===== src/rtl/fifo_level.sv =====
// fifo_level -- synchronous FIFO with an occupancy count and programmable
// almost-full / almost-empty thresholds. The read port is show-ahead, so the
// head word is always on rdata.
//
// Optional feature macro: FIFO_ERR_EN adds the sticky overflow/underflow flags
// and their err_clr input. Without it, rejected requests are silently dropped.
//
// Parameters:
//   B       data width
//   W       address width, depth D = 2**W
//   AF_LVL  almost_full  when count >= AF_LVL
//   AE_LVL  almost_empty when count <= AE_LVL   (0 <= AE_LVL < AF_LVL <= D)
//
// Ports:
//   clk, reset            clock; asynchronous active-high reset
//   wr, wdata             write request and data
//   rd                    pop request
//   rdata                 head-of-queue word (don't-care while empty)
//   empty, full           count == 0 / count == D
//   almost_empty/full     threshold flags
//   count                 occupancy 0..D
//   overflow, underflow   sticky error flags       (FIFO_ERR_EN only)
//   err_clr               synchronous flag clear   (FIFO_ERR_EN only)

// One storage word. Not reset: contents are only observable once written.
module fifo_level_cell #(
  parameter int B = 8
) (
  input  logic         clk,
  input  logic         we,
  input  logic [B-1:0] d,
  output logic [B-1:0] q
);
  always_ff @(posedge clk) begin
    if (we) q <= d;
  end
endmodule

module fifo_level #(
  parameter int B      = 8,
  parameter int W      = 4,
  parameter int AF_LVL = 2**W - 2,
  parameter int AE_LVL = 2
) (
  input  logic         clk,
  input  logic         reset,
  input  logic         wr,
  input  logic         rd,
  input  logic [B-1:0] wdata,
  output logic [B-1:0] rdata,
  output logic         empty,
  output logic         full,
  output logic         almost_empty,
  output logic         almost_full,
  output logic [W:0]   count
`ifdef FIFO_ERR_EN
  ,
  input  logic         err_clr,
  output logic         overflow,
  output logic         underflow
`endif
);

  localparam int         D     = 2**W;
  localparam logic [W:0] DEPTH = {1'b1, {W{1'b0}}};
  localparam logic [W:0] AF    = AF_LVL[W:0];
  localparam logic [W:0] AE    = AE_LVL[W:0];

  logic [W-1:0]        wp, rp;
  logic [W:0]          count_next;
  logic                wacc, racc;
  logic [D-1:0][B-1:0] mem;

  // Writing into a full FIFO is fine when the same edge pops the head:
  // the freed slot is the one the write pointer already points at.
  assign wacc = wr & (~full | rd);
  assign racc = rd & ~empty;

  assign count_next = count + {{W{1'b0}}, wacc} - {{W{1'b0}}, racc};

  // Storage array, one cell per slot.
  for (genvar i = 0; i < D; i++) begin : g_cell
    fifo_level_cell #(.B(B)) u_cell (
      .clk (clk),
      .we  (wacc && (wp == W'(i))),
      .d   (wdata),
      .q   (mem[i])
    );
  end

  // Show-ahead read: head word straight from the array.
  assign rdata = mem[rp];

  // Pointers wrap modulo D by natural overflow of W bits.
  always_ff @(posedge clk or posedge reset) begin
    if (reset) begin
      wp <= '0;
      rp <= '0;
    end else begin
      if (wacc) wp <= wp + 1'b1;
      if (racc) rp <= rp + 1'b1;
    end
  end

  // Count and flags are registered from count_next so every flag is exact
  // in the cycle following the edge.
  always_ff @(posedge clk or posedge reset) begin
    if (reset) begin
      count        <= '0;
      empty        <= 1'b1;
      full         <= 1'b0;
      almost_empty <= 1'b1;
      almost_full  <= 1'b0;
    end else begin
      count        <= count_next;
      empty        <= (count_next == '0);
      full         <= (count_next == DEPTH);
      almost_empty <= (count_next <= AE);
      almost_full  <= (count_next >= AF);
    end
  end

`ifdef FIFO_ERR_EN
  // Sticky error flags; a set on the same edge as err_clr wins.
  always_ff @(posedge clk or posedge reset) begin
    if (reset) begin
      overflow  <= 1'b0;
      underflow <= 1'b0;
    end else begin
      overflow  <= (overflow  & ~err_clr) | (wr & ~wacc);
      underflow <= (underflow & ~err_clr) | (rd & empty);
    end
  end
`endif

endmodule


===== config.mk =====
export PLATFORM = sky130hd
export DESIGN_NAME = fifo_level
export DESIGN_NICKNAME = d
export VERILOG_FILES = /design/src/rtl/fifo_level.sv
export SDC_FILE = /design/constraint.sdc
export NUM_CORES = 1
export LEC_CHECK = 0
export ABC_AREA = 0
export CAP_MARGIN = 20
export CORE_ASPECT_RATIO = 0.6
export CORE_MARGIN = 2
export CORE_UTILIZATION = 59
export CTS_BUF_LIST = sky130_fd_sc_hd__clkbuf_2
export CTS_CLUSTER_DIAMETER = 150
export DETAILED_ROUTE_END_ITERATION = 10
export PLACE_DENSITY = 0.77
export SLEW_MARGIN = 20
export SYNTH_ARGS = -nofsm -noshare
export SYNTH_HDL_FRONTEND = slang
export SYNTH_SLANG_ARGS = --single-unit

===== constraint.sdc =====
create_clock -name clk -period 3.7 [get_ports clk]
set_input_delay 0.37 -clock clk [delete_from_list [all_inputs] [get_ports clk]]
set_output_delay 0.37 -clock clk [all_outputs]
set_load 0.01 [all_outputs]

==> qor.yml, run 1 <==
power:
  intPower_uw: 3370
  power.net_switching_uw: 1740
  power.ir.vdd_worst_mv: 0.426
  power.share.switching_pct: 34.1
  total_leakage_power_uw: 0.00222
  share_clk_of_total_power_pct: 17.6
  share_seq_of_total_power_pct: 43.8
  power.density_cell_area_mw_per_mm2: 790
  proportion_of_power_drawn_by_combinational_gates_pct: 38.6
synthesis:
  yosysTopAreaCellShare_pct: 66.2
  synthesis.yosys.warnings: 0
  post_synth_instance_area_mm2: 0.00581
  ys_types: 35
  net_count_synth: 341
  synth_seq_cells: 145
  yosysTopAreaCell: "edfxtp_1"
  synth-edff-count: 128
  syn_avg_cell_area_um2: 18.3
  netlist_instances: 318
  synth_area_leaders: "edfxtp_1, dfrtp_1, mux4_2"
  sequential_element_share_of_the_synthesized_area_pct: 73.5
  synthArstFlopShare_pct: 11.7
  yosys_most_used_dff: "edfxtp_1"
floorplan:
  floorplan.die.height_um: 80.9
  fp.coreArea_mm2: 0.00936
  die_area_mm2: 0.0107
  chipWidth_um: 132
  count_of_standard_cell_rows: 27
  initial_utilization_pct: 62.1
  pin_count: 29
layout:
  number_of_diodes_added_for_antenna_fixing: 0
  fill_cells: 627
  highest_count_cells_in_the_layout_ignoring_fill_and_taps: "edfxtp_1, clkdlybuf4s50_1, clkbuf_2, mux2_2"
  multi_input_comb_area_mm2: 0.00141
  leading_cell_type_in_the_layout_fill_and_taps_excluded: "edfxtp_1"
  post_route_cells_drive_above_1_share_pct: 19.6
  final_net_count: 379
  layout-area-overhead-vs-synth_pct: 11.4
  final-seq-area_mm2: 0.00428
clocking:
  h-tree-depth: 4
  tritoncts_clock_tree: "done"
  clk_pin_slew_worst_paths_ps: 190
  clock-sinks: 145
  cts_buffer_depth: 2
  clk_latency_ps: 680
  tritoncts.num_buffers: 17
  cts-root-buf: "clkbuf_2"
detailed_routing:
  detail_route.vias_per_cell: 6.02
  drt-pass1-iter-count: 5
  remaining_drc_errors: 0
  wl_per_cell_um: 22.8
  wire_length_after_detailed_routing_um: 11400
  num_vias: 2997
  drt_iter0_drc: 330
  final_antenna_net_count: 0
sta:
  maxClockFrequency_mhz: 291
  finalMaxSlewViolations: 0
  final-hold-violation-count: 0
  finalSetupViolations: 0
  layout_min_cycle_time_ps: 3430
  final.setup.tns_ps: 0
  max_slew.worst_pin.slew_ps: 835
  grt_setup_unrepaired: "no"
  period_share_pct: 92.8
  fin_worst_hold_slack_ps: 59.4
  slew_headroom_pct: 44.1
  worst_clock_skew_ps: 27.5
setup_path:
  worstPathArrival_ps: 3060
  critPathRequiredTime_ps: 3330
  crit_path_max_fo: 37
  max_stage_delay_ps: 620
  timing.critical_path.slowest_stage_cell: "dfrtp_4"
  beginning_of_the_critical_path: "rp[0]$_DFFE_PP0P_"
  timing.critical_path.to_type: "output pin"
  crit_chain: "buf_12 > mux4_2 > a221o_1 > clkdlybuf4s50_1"
  worst_setup_path_start_kind: "flop"
  rr_startpoint: "full$_DFF_PP0_"
  worst_path_dominant_cell_family: "buffers and inverters"
  cp.buffers_inverters: 2
  worst-setup-path-type: "reg -> out"
grt:
  grt_first_pass_wirelength_um: 17200
  grt_remaining_overflow: 0
  number_of_global_route_vias_before_repair: 2996
  grt_start_max_net_pins: 38
  initial_antenna_violation_count: 0
  global_route_total_usage_across_every_layer_pct: 22.9
placement:
  gp_congestion: 0.827
  placement.io_buffers: 28
  detailed_place_hpwl_um: 7500
hold_path:
  worst_min_delay_path_category: "in -> async"
status:
  run_status: "finished, final reports clean"
run:
  cap_violations: 0
-- cells by family after synthesis --
kind of cell,count (synthesis),synth area share (%)
AO/OA/AOI/OAI,32,4.42
XOR/XNOR,10,1.51
adder cells (fa/ha/maj),11,2.50
buffers and inverters,26,2.13
flip-flops,145,73.5
multiplexers,49,12.3
AND/OR/NAND/NOR,45,3.66
-- power by group through the flow --
stage	sequential, uW	combinational (uW)	clock (uW)
detailed placement	2270	1960	0
CTS	2230	1960	914
finish	2240	1970	900
global route	2260	2110	982
floorplan	2170	1360	0
global placement	2250	1920	0
-- state kept, by name (all words and copies together) (netlist names) --
signal / flops
full: 1
empty: 1
almost_full: 1
g_cell.u_cell.q: 128
wp: 4
almost_empty: 1
count: 5
rp: 4
-- metrics by stage --
stage                     util [%]  instances  instance area [um^2]  setup slack, ps  total power [uW]
final                         69.2        498                  6470              266              5110
after detailed placement      66.6        467                  6230              508              4230
after CTS                     69.1        498                  6470              125              5110
after global routing          69.2        498                  6470             72.0              5360
after floorplan                  -        318                  5810              989              3530
after global placement        66.6        467                  6230              717              4170
-- layer usage --
metal  up-vias  routed length, um  GRT usage (%)
li1       1329                  -              -
met1      1527               5260           34.2
met2       128               5080           33.6
met3        13                898           5.62
met4         0                133           7.93
met5         -                  0              0
-- path summary, 6_finish.rpt --
| kind | endpoint | slack, ps | depth (start not counted) |
|---|---|---|---|
| setup reg to reg | almost_empty$_DFF_PP1_ | 950 | 10 |
| hold / removal | rp[0]$_DFFE_PP0P_ | 60 | 2 |
| max in group asynchronous | rp[0]$_DFFE_PP0P_ | 3170 | 2 |
| min in group clk | rp[0]$_DFFE_PP0P_ | 420 | 4 |
| setup / recovery | rdata[4] | 270 | 4 |
| hold reg to reg | count[0]$_DFF_PP0_ | 600 | 1 |
-- layout make-up --
class | instances | share of cell area (%)
Clock buffer | 19 | 1.47
Clock inverter | 12 | 2.20
Inverter | 10 | 0.580
Multi-Input combinational cell | 147 | 21.8
Sequential cell | 145 | 66.1
Tap cell | 130 | 2.51
Timing Repair Buffer | 35 | 5.34
-- worst register-to-register path, stage by stage (launching register included) --
cell	delay, ps
dfrtp_1	440
a21boi_1	190
inv_1	70
ha_1	280
inv_1	50
ha_1	210
fa_1	400
a21o_1	180
a21oi_1	220
xnor2_1	190
a2111oi_1	420
-- synth_stat cells (8+ instances only) --
| master | instances |
|---|---|
| edfxtp_1 | 128 |
| mux2_2 | 17 |
| a22o_1 | 8 |
| xnor2_1 | 8 |
| o22ai_1 | 8 |
| a221o_1 | 8 |
| nor2_1 | 14 |
| nor3_1 | 13 |
| dfrtp_1 | 15 |
| mux4_2 | 16 |
| inv_1 | 10 |
| ha_1 | 10 |
| mux2i_1 | 16 |
-- timing repair --
item	in CTS	in global routing
setup endpoints to repair	0	1
buffers inserted	0	0
hold buffers	0	0
gates resized for setup	0	1
(Power assumes the default switching activity.)
==> inputs of run 2 (changes only) <==
--- a/config.mk
+++ b/config.mk
@@ -5,13 +5,12 @@
 export SDC_FILE = /design/constraint.sdc
 export NUM_CORES = 1
 export LEC_CHECK = 0
-export ABC_AREA = 0
+export ABC_AREA = 1
 export CAP_MARGIN = 20
 export CORE_ASPECT_RATIO = 0.6
 export CORE_MARGIN = 2
 export CORE_UTILIZATION = 59
 export CTS_BUF_LIST = sky130_fd_sc_hd__clkbuf_2
-export CTS_CLUSTER_DIAMETER = 150
 export DETAILED_ROUTE_END_ITERATION = 10
 export PLACE_DENSITY = 0.77
 export SLEW_MARGIN = 20
==> qor.yml, run 2 <==
status:
  run_status: "finished, final reports clean"
synthesis:
  post_synth_instance_area_mm2: 0.00652  # +12%
  yosysTopAreaCellShare_pct: 58.9  # -7.2 points
  yosysTopAreaCell: "edfxtp_1"
  yosys_most_used_dff: "edfxtp_1"
  syn_avg_cell_area_um2: 10.4  # -43%
  net_count_synth: 652  # +91%
  sequential_element_share_of_the_synthesized_area_pct: 65.5  # -8.1 points
  synth_seq_cells: 145  # unchanged
  synth-edff-count: 128  # unchanged
  count_leader_synth: "nand2_1"
  netlist_instances: 629  # +98%
  ys_types: 23  # -34%
  synthArstFlopShare_pct: 11.7  # unchanged
  netlist_top_cells_count: "nand2_1, inv_1, edfxtp_1"
  synth_area_leaders: "edfxtp_1, nand3_1, nand2_1"
  synthesis.yosys.warnings: 0  # unchanged
power:
  power.density_cell_area_mw_per_mm2: 737  # -6.7%
  power.ir.vdd_worst_mv: 0.416  # -2.4%
  total_leakage_power_uw: 0.00306  # +38%
sta:
  maxClockFrequency_mhz: 299  # +2.8%
  grt_setup_unrepaired: "no"
  finalMaxSlewViolations: 0  # unchanged
  finalSetupViolations: 0  # unchanged
  period_share_pct: 90.3  # -2.5 points
  slew_headroom_pct: 30.9  # -13 points
  final.setup.tns_ps: 0  # unchanged
  layout_min_cycle_time_ps: 3340  # -94.3 ps
  worst_clock_skew_ps: 28.7  # +1.26 ps
  final-hold-violation-count: 0  # unchanged
  max_slew.worst_pin.slew_ps: 1030  # +197 ps
clocking:
  cts_resized: 0  # unchanged
  clk_latency_ps: 690  # about the same
  cts_hold_buf: 0  # unchanged
  tritoncts_clock_tree: "done"
  tritoncts.num_buffers: 17  # unchanged
  clk_pin_slew_worst_paths_ps: 200  # about the same
  clock-sinks: 145  # unchanged
  h-tree-depth: 4  # unchanged
  post_cts_setup_repair_buffer_count: 0  # unchanged
  cts-root-buf: "clkbuf_2"
  cts_buffer_depth: 2  # unchanged
run:
  cap_violations: 0  # unchanged
grt:
  initial_antenna_violation_count: 0  # unchanged
  global_route_total_usage_across_every_layer_pct: 25.5  # +2.6 points
  grt_remaining_overflow: 0  # unchanged
  number_of_global_route_vias_before_repair: 4190  # +40%
  grt_start_max_net_pins: 84  # +120%
  grt_first_pass_wirelength_um: 22300  # +30%
detailed_routing:
  remaining_drc_errors: 0  # unchanged
  num_vias: 4417  # +47%
  detail_route.vias_per_cell: 5.47  # -9.2%
  final_antenna_net_count: 0  # unchanged
  drt_iter0_drc: 629  # +91%
  wire_length_after_detailed_routing_um: 14200  # +25%
  wl_per_cell_um: 17.6  # -23%
  drt-pass1-iter-count: 7  # +2
placement:
  placement.io_buffers: 28  # unchanged
  post_dp_cell_area_mm2: 0.00687  # +10%
  detailed_place_hpwl_um: 9020  # +20%
  gp_congestion: 0.874  # +5.6%
floorplan:
  chipWidth_um: 140  # +5.8%
  initial_utilization_pct: 61.2  # -0.93 points
  die_area_mm2: 0.0119  # +12%
  count_of_standard_cell_rows: 29  # +7.4%
  pin_count: 29  # unchanged
  fp.coreArea_mm2: 0.0107  # +14%
  floorplan.die.height_um: 85.5  # +5.7%
layout:
  leading_cell_type_in_the_layout_fill_and_taps_excluded: "nand2_1"
  final_net_count: 681  # +80%
  layout-area-overhead-vs-synth_pct: 7.86
  number_of_diodes_added_for_antenna_fixing: 0  # unchanged
  top_regs: "g_cell.u_cell.q (128), count (5)"
  total_non_filler_cell_area_in_the_finished_layout_mm2: 0.00704  # +8.7%
  top_reg_by_flops: "g_cell.u_cell.q"
  largest_reg_flops: 128  # unchanged
  post_route_cells_drive_above_1_share_pct: 6.43  # -13 points
  highest_count_cells_in_the_layout_ignoring_fill_and_taps: "nand2_1, inv_1, edfxtp_1, nand3_1, clkdlybuf4s50_1"
setup_path:
  worstPathArrival_ps: 2970  # -90 ps
  worst_setup_path_start_kind: "flop"
  r2r_setup_slack_ps: 1370  # +420 ps
  critPathRequiredTime_ps: 3330  # about the same
  worst-setup-path-type: "reg -> out"
  crit_path_max_fo: 18  # -51%
  timing.critical_path.to_type: "output pin"
hold_path:
  worst_min_delay_path_category: "in -> async"
[run 2: power by group]
part	leakage, uW	total [uW]	internal [uW]	switching, uW
sequential	0.00135	2140	2020	115
combinational	0.00158	2300	814	1490
clock	0.000125	742	229	513
total	0.00306	5180	3070	2120
[run 2: logic make-up (layout without fill, tap and decap cells)]
family          Yosys count  in the layout  synth area share, %
compound gates            6              6                0.460
xor+xnor                 10             10                 1.34
fa+ha+maj                11             11                 2.22
buf+inv                 158            198                 10.3
flops                   145            145                 65.5
simple gates            299            299                 20.2
[run 2: final timing paths]
path                                   startpoint                    end  cells after the start
worst max-delay path            rp[2]$_DFFE_PP0P_               rdata[6]                      6
worst min-delay path                        reset      wp[2]$_DFFE_PP0P_                      2
worst max register to register     full$_DFF_PP0_  almost_full$_DFF_PP0_                     10
worst min register to register  wp[2]$_DFFE_PP0P_      wp[2]$_DFFE_PP0P_                      1
max in group asynchronous                   reset      rp[0]$_DFFE_PP0P_                      2
min in group clk                               rd      rp[1]$_DFFE_PP0P_                      5
[run 2: final cells by class]
cell class | count | area [um^2]
fill | 804 | 3630
timing repair buffer | 35 | 333
sequential | 145 | 4270
tap | 139 | 174
clock buffer | 20 | 100
inverter | 133 | 499
clock inverter | 10 | 71.3
multi-input combinational | 326 | 1590
[run 2: critical path: stages, from the launching register on]
cell and delay (ps):
dfrtp_1 360, buf_4 270, clkinv_1 580, nand3_1 280
nand3_1 160, nand2_1 100, clkdlybuf4s50_1 560
[run 2: through the flow]
step	std cells	setup WS [ps]	utilization [%]	power, uW	hold WS, ps
after floorplan	629	1630	-	3720	295
after global placement	778	1060	64.4	4360	530
after detailed placement	778	967	64.4	4440	537
after CTS	808	386	66.0	5170	36.8
after global routing	808	197	66.0	5510	62.8
final	808	360	66.0	5180	32.0
[run 2: routing by layer]
| layer | global-route usage, % | part of all wire, % |
|---|---|---|
| met1 | 37.2 | 43 |
| met2 | 38.0 | 44 |
| met3 | 5.93 | 10 |
| met4 | 9.27 | 2.5 |
| met5 | 0 | 0 |
==> inputs of run 3 (changes only) <==
--- a/config.mk
+++ b/config.mk
@@ -7,12 +7,15 @@
 export LEC_CHECK = 0
 export ABC_AREA = 1
 export CAP_MARGIN = 20
+export CELL_PAD_IN_SITES_DETAIL_PLACEMENT = 1
+export CELL_PAD_IN_SITES_GLOBAL_PLACEMENT = 2
 export CORE_ASPECT_RATIO = 0.6
 export CORE_MARGIN = 2
-export CORE_UTILIZATION = 59
+export CORE_UTILIZATION = 41
 export CTS_BUF_LIST = sky130_fd_sc_hd__clkbuf_2
 export DETAILED_ROUTE_END_ITERATION = 10
-export PLACE_DENSITY = 0.77
+export MAX_ROUTING_LAYER = met4
+export PLACE_DENSITY = 0.8
 export SLEW_MARGIN = 20
 export SYNTH_ARGS = -nofsm -noshare
 export SYNTH_HDL_FRONTEND = slang
==> qor.yml, run 3 (synthesis gave the netlist of run 2 again) <==
placement:
  placement.io_buffers: 28  # unchanged
  post_place_setup_slack_ps: 814  # -153 ps
  detailed_place_hpwl_um: 11500  # +27%
  post_dp_cell_area_mm2: 0.00695  # +1.2%
  gp_congestion: 0.816  # -6.6%
clocking:
  clk_latency_ps: 690  # about the same
  post_cts_setup_repair_buffer_count: 0  # unchanged
  clock-sinks: 145  # unchanged
  cts_hold_buf: 0  # unchanged
  cts_resized: 0  # unchanged
  cts-root-buf: "clkbuf_2"
  tritoncts_clock_tree: "done"
  cts_buffer_depth: 2  # unchanged
  clk_pin_slew_worst_paths_ps: 230  # +30 ps
  h-tree-depth: 4  # unchanged
  tritoncts.num_buffers: 17  # unchanged
grt:
  number_of_global_route_vias_before_repair: 4565  # +8.9%
  grt_first_pass_wirelength_um: 26100  # +17%
  grt_start_max_net_pins: 65  # -23%
  initial_antenna_violation_count: 0  # unchanged
  grt_remaining_overflow: 0  # unchanged
  global_route_total_usage_across_every_layer_pct: 21.8  # -3.6 points
sta:
  grt_setup_unrepaired: "no"
  maxClockFrequency_mhz: 291  # -2.7%
  final.setup.tns_ps: 0  # unchanged
  period_share_pct: 92.8  # +2.5 points
  worst_clock_skew_ps: 34.8  # +6.05 ps
  max_slew.worst_pin.slew_ps: 1070  # +36.6 ps
  postLayoutSetupSlackWorst_ps: 268  # -92.8 ps
  final-hold-violation-count: 0  # unchanged
  layout_min_cycle_time_ps: 3430  # +92.8 ps
  slew_headroom_pct: 28.5  # -2.4 points
  fin_worst_hold_slack_ps: 54.6  # +22.6 ps
  finalMaxSlewViolations: 0  # unchanged
  finalSetupViolations: 0  # unchanged
layout:
  largest_reg_flops: 128  # unchanged
  number_of_diodes_added_for_antenna_fixing: 0  # unchanged
  post_route_cells_drive_above_1_share_pct: 6.41  # -0.019 points
  total_non_filler_cell_area_in_the_finished_layout_mm2: 0.00721  # +2.4%
  leading_cell_type_in_the_layout_fill_and_taps_excluded: "nand2_1"
  layout-area-overhead-vs-synth_pct: 10.5
  top_reg_by_flops: "g_cell.u_cell.q"
  top_regs: "g_cell.u_cell.q (128), count (5)"
  highest_count_cells_in_the_layout_ignoring_fill_and_taps: "nand2_1, inv_1, edfxtp_1, nand3_1, clkdlybuf4s50_1"
  final_net_count: 682  # +0.15%
power:
  power.density_cell_area_mw_per_mm2: 769  # +4.4%
  share_seq_of_total_power_pct: 39.1  # -2.2 points
  power.share.switching_pct: 40.9  # +0.063 points
  total_leakage_power_uw: 0.00309  # +1.1%
  proportion_of_power_drawn_by_combinational_gates_pct: 42.9  # -1.5 points
  intPower_uw: 3280  # +6.8%
  power.net_switching_uw: 2270  # +7.1%
  share_clk_of_total_power_pct: 18.0  # +3.7 points
  power.ir.vdd_worst_mv: 0.460  # +11%
detailed_routing:
  final_antenna_net_count: 0  # unchanged
  wl_per_cell_um: 19.3  # +9.3%
  wire_length_after_detailed_routing_um: 16800  # +18%
  remaining_drc_errors: 0  # unchanged
  detail_route.vias_per_cell: 5.02  # -8.2%
  drt-pass1-iter-count: 7  # unchanged
  num_vias: 4388  # -0.66%
  drt_iter0_drc: 397  # -37%
setup_path:
  worstPathArrival_ps: 3060  # +90 ps
  beginning_of_the_critical_path: "rp[0]$_DFFE_PP0P_"
  rr_startpoint: "empty$_DFF_PP1_"
  timing.critical_path.to_type: "output pin"
  reg2regPathDepth: 9  # -1
  crit_path_max_fo: 31  # +13
  r2r_setup_slack_ps: 1290  # -80 ps
  critPathRequiredTime_ps: 3330  # about the same
  worst-setup-path-type: "reg -> out"
  crit-reg2reg-capture: "full$_DFF_PP0_"
  worst_setup_path_start_kind: "flop"
status:
  run_status: "finished, final reports clean"
floorplan:
  fp.coreArea_mm2: 0.0155  # +45%
  die_area_mm2: 0.0170  # +42%
  floorplan.die.height_um: 102  # +19%
  count_of_standard_cell_rows: 35  # +21%
  initial_utilization_pct: 42.2  # -19 points
  chipWidth_um: 167  # +19%
  pin_count: 29  # unchanged
hold_path:
  worst_min_delay_path_category: "in -> async"
run:
  cap_violations: 0  # unchanged
run 3: cell count changes in the layout (fill, tap and decap cells not counted):
cell        change
clkbuf_2        -3
nor3_2          -1
clkinv_4        +1
clkinvlp_4      +1
nor3_1          +1
clkinv_2        -2
buf_6           +1
bufinv_16       +3
clkinv_1        +1
run 3: layout make-up:
cell class              count  area (um^2)
inverters                 133          499
repair buffers             36          344
multi-input cells         326         1580
clock buffers              17         85.1
fillers                  1703         8250
clock inverters            14          171
flip-flops and latches    145         4270
well taps                 203          254
run 3: layer usage:
layer  global-route usage, %  wire [um]
met4                    6.03         77
met1                    31.1       8700
met2                    33.0       7410
met5                       -          0
met3                    3.09        642
run 3: worst max-delay path by stage:
stage	to	cells past startpoint
4_1_cts	rdata[7]	7
5_1_grt	rdata[4]	8
3_3_place_gp	almost_full$_DFF_PP0_	11
2_1_floorplan	almost_full$_DFF_PP0_	9
3_5_place_dp	full$_DFF_PP0_	11
6_report	rdata[4]	8
run 3: power groups by stage:
stage,Clock [uW],Combinational [uW],Sequential (uW)
6_report,998,2380,2170
2_1_floorplan,0,1570,2150
3_3_place_gp,0,2290,2190
4_1_cts,1020,2390,2170
5_1_grt,1080,2630,2190
3_5_place_dp,0,2370,2210
run 3: through the flow:
stage	cells	total power [uW]	utilization [%]
floorplan	629	3720	-
global placement	843	4480	44.9
detailed placement	843	4580	44.9
global route	874	5900	46.6
finish	874	5540	46.6
CTS	874	5570	46.6
run 3: critical path, stage by stage, from the launching register on:
cell,delay [ps]
dfrtp_2,610
inv_2,520
buf_4,300
nand2_1,80
nand3_1,80
nand3_1,90
nand3_1,110
nand2_1,90
clkdlybuf4s50_1,500
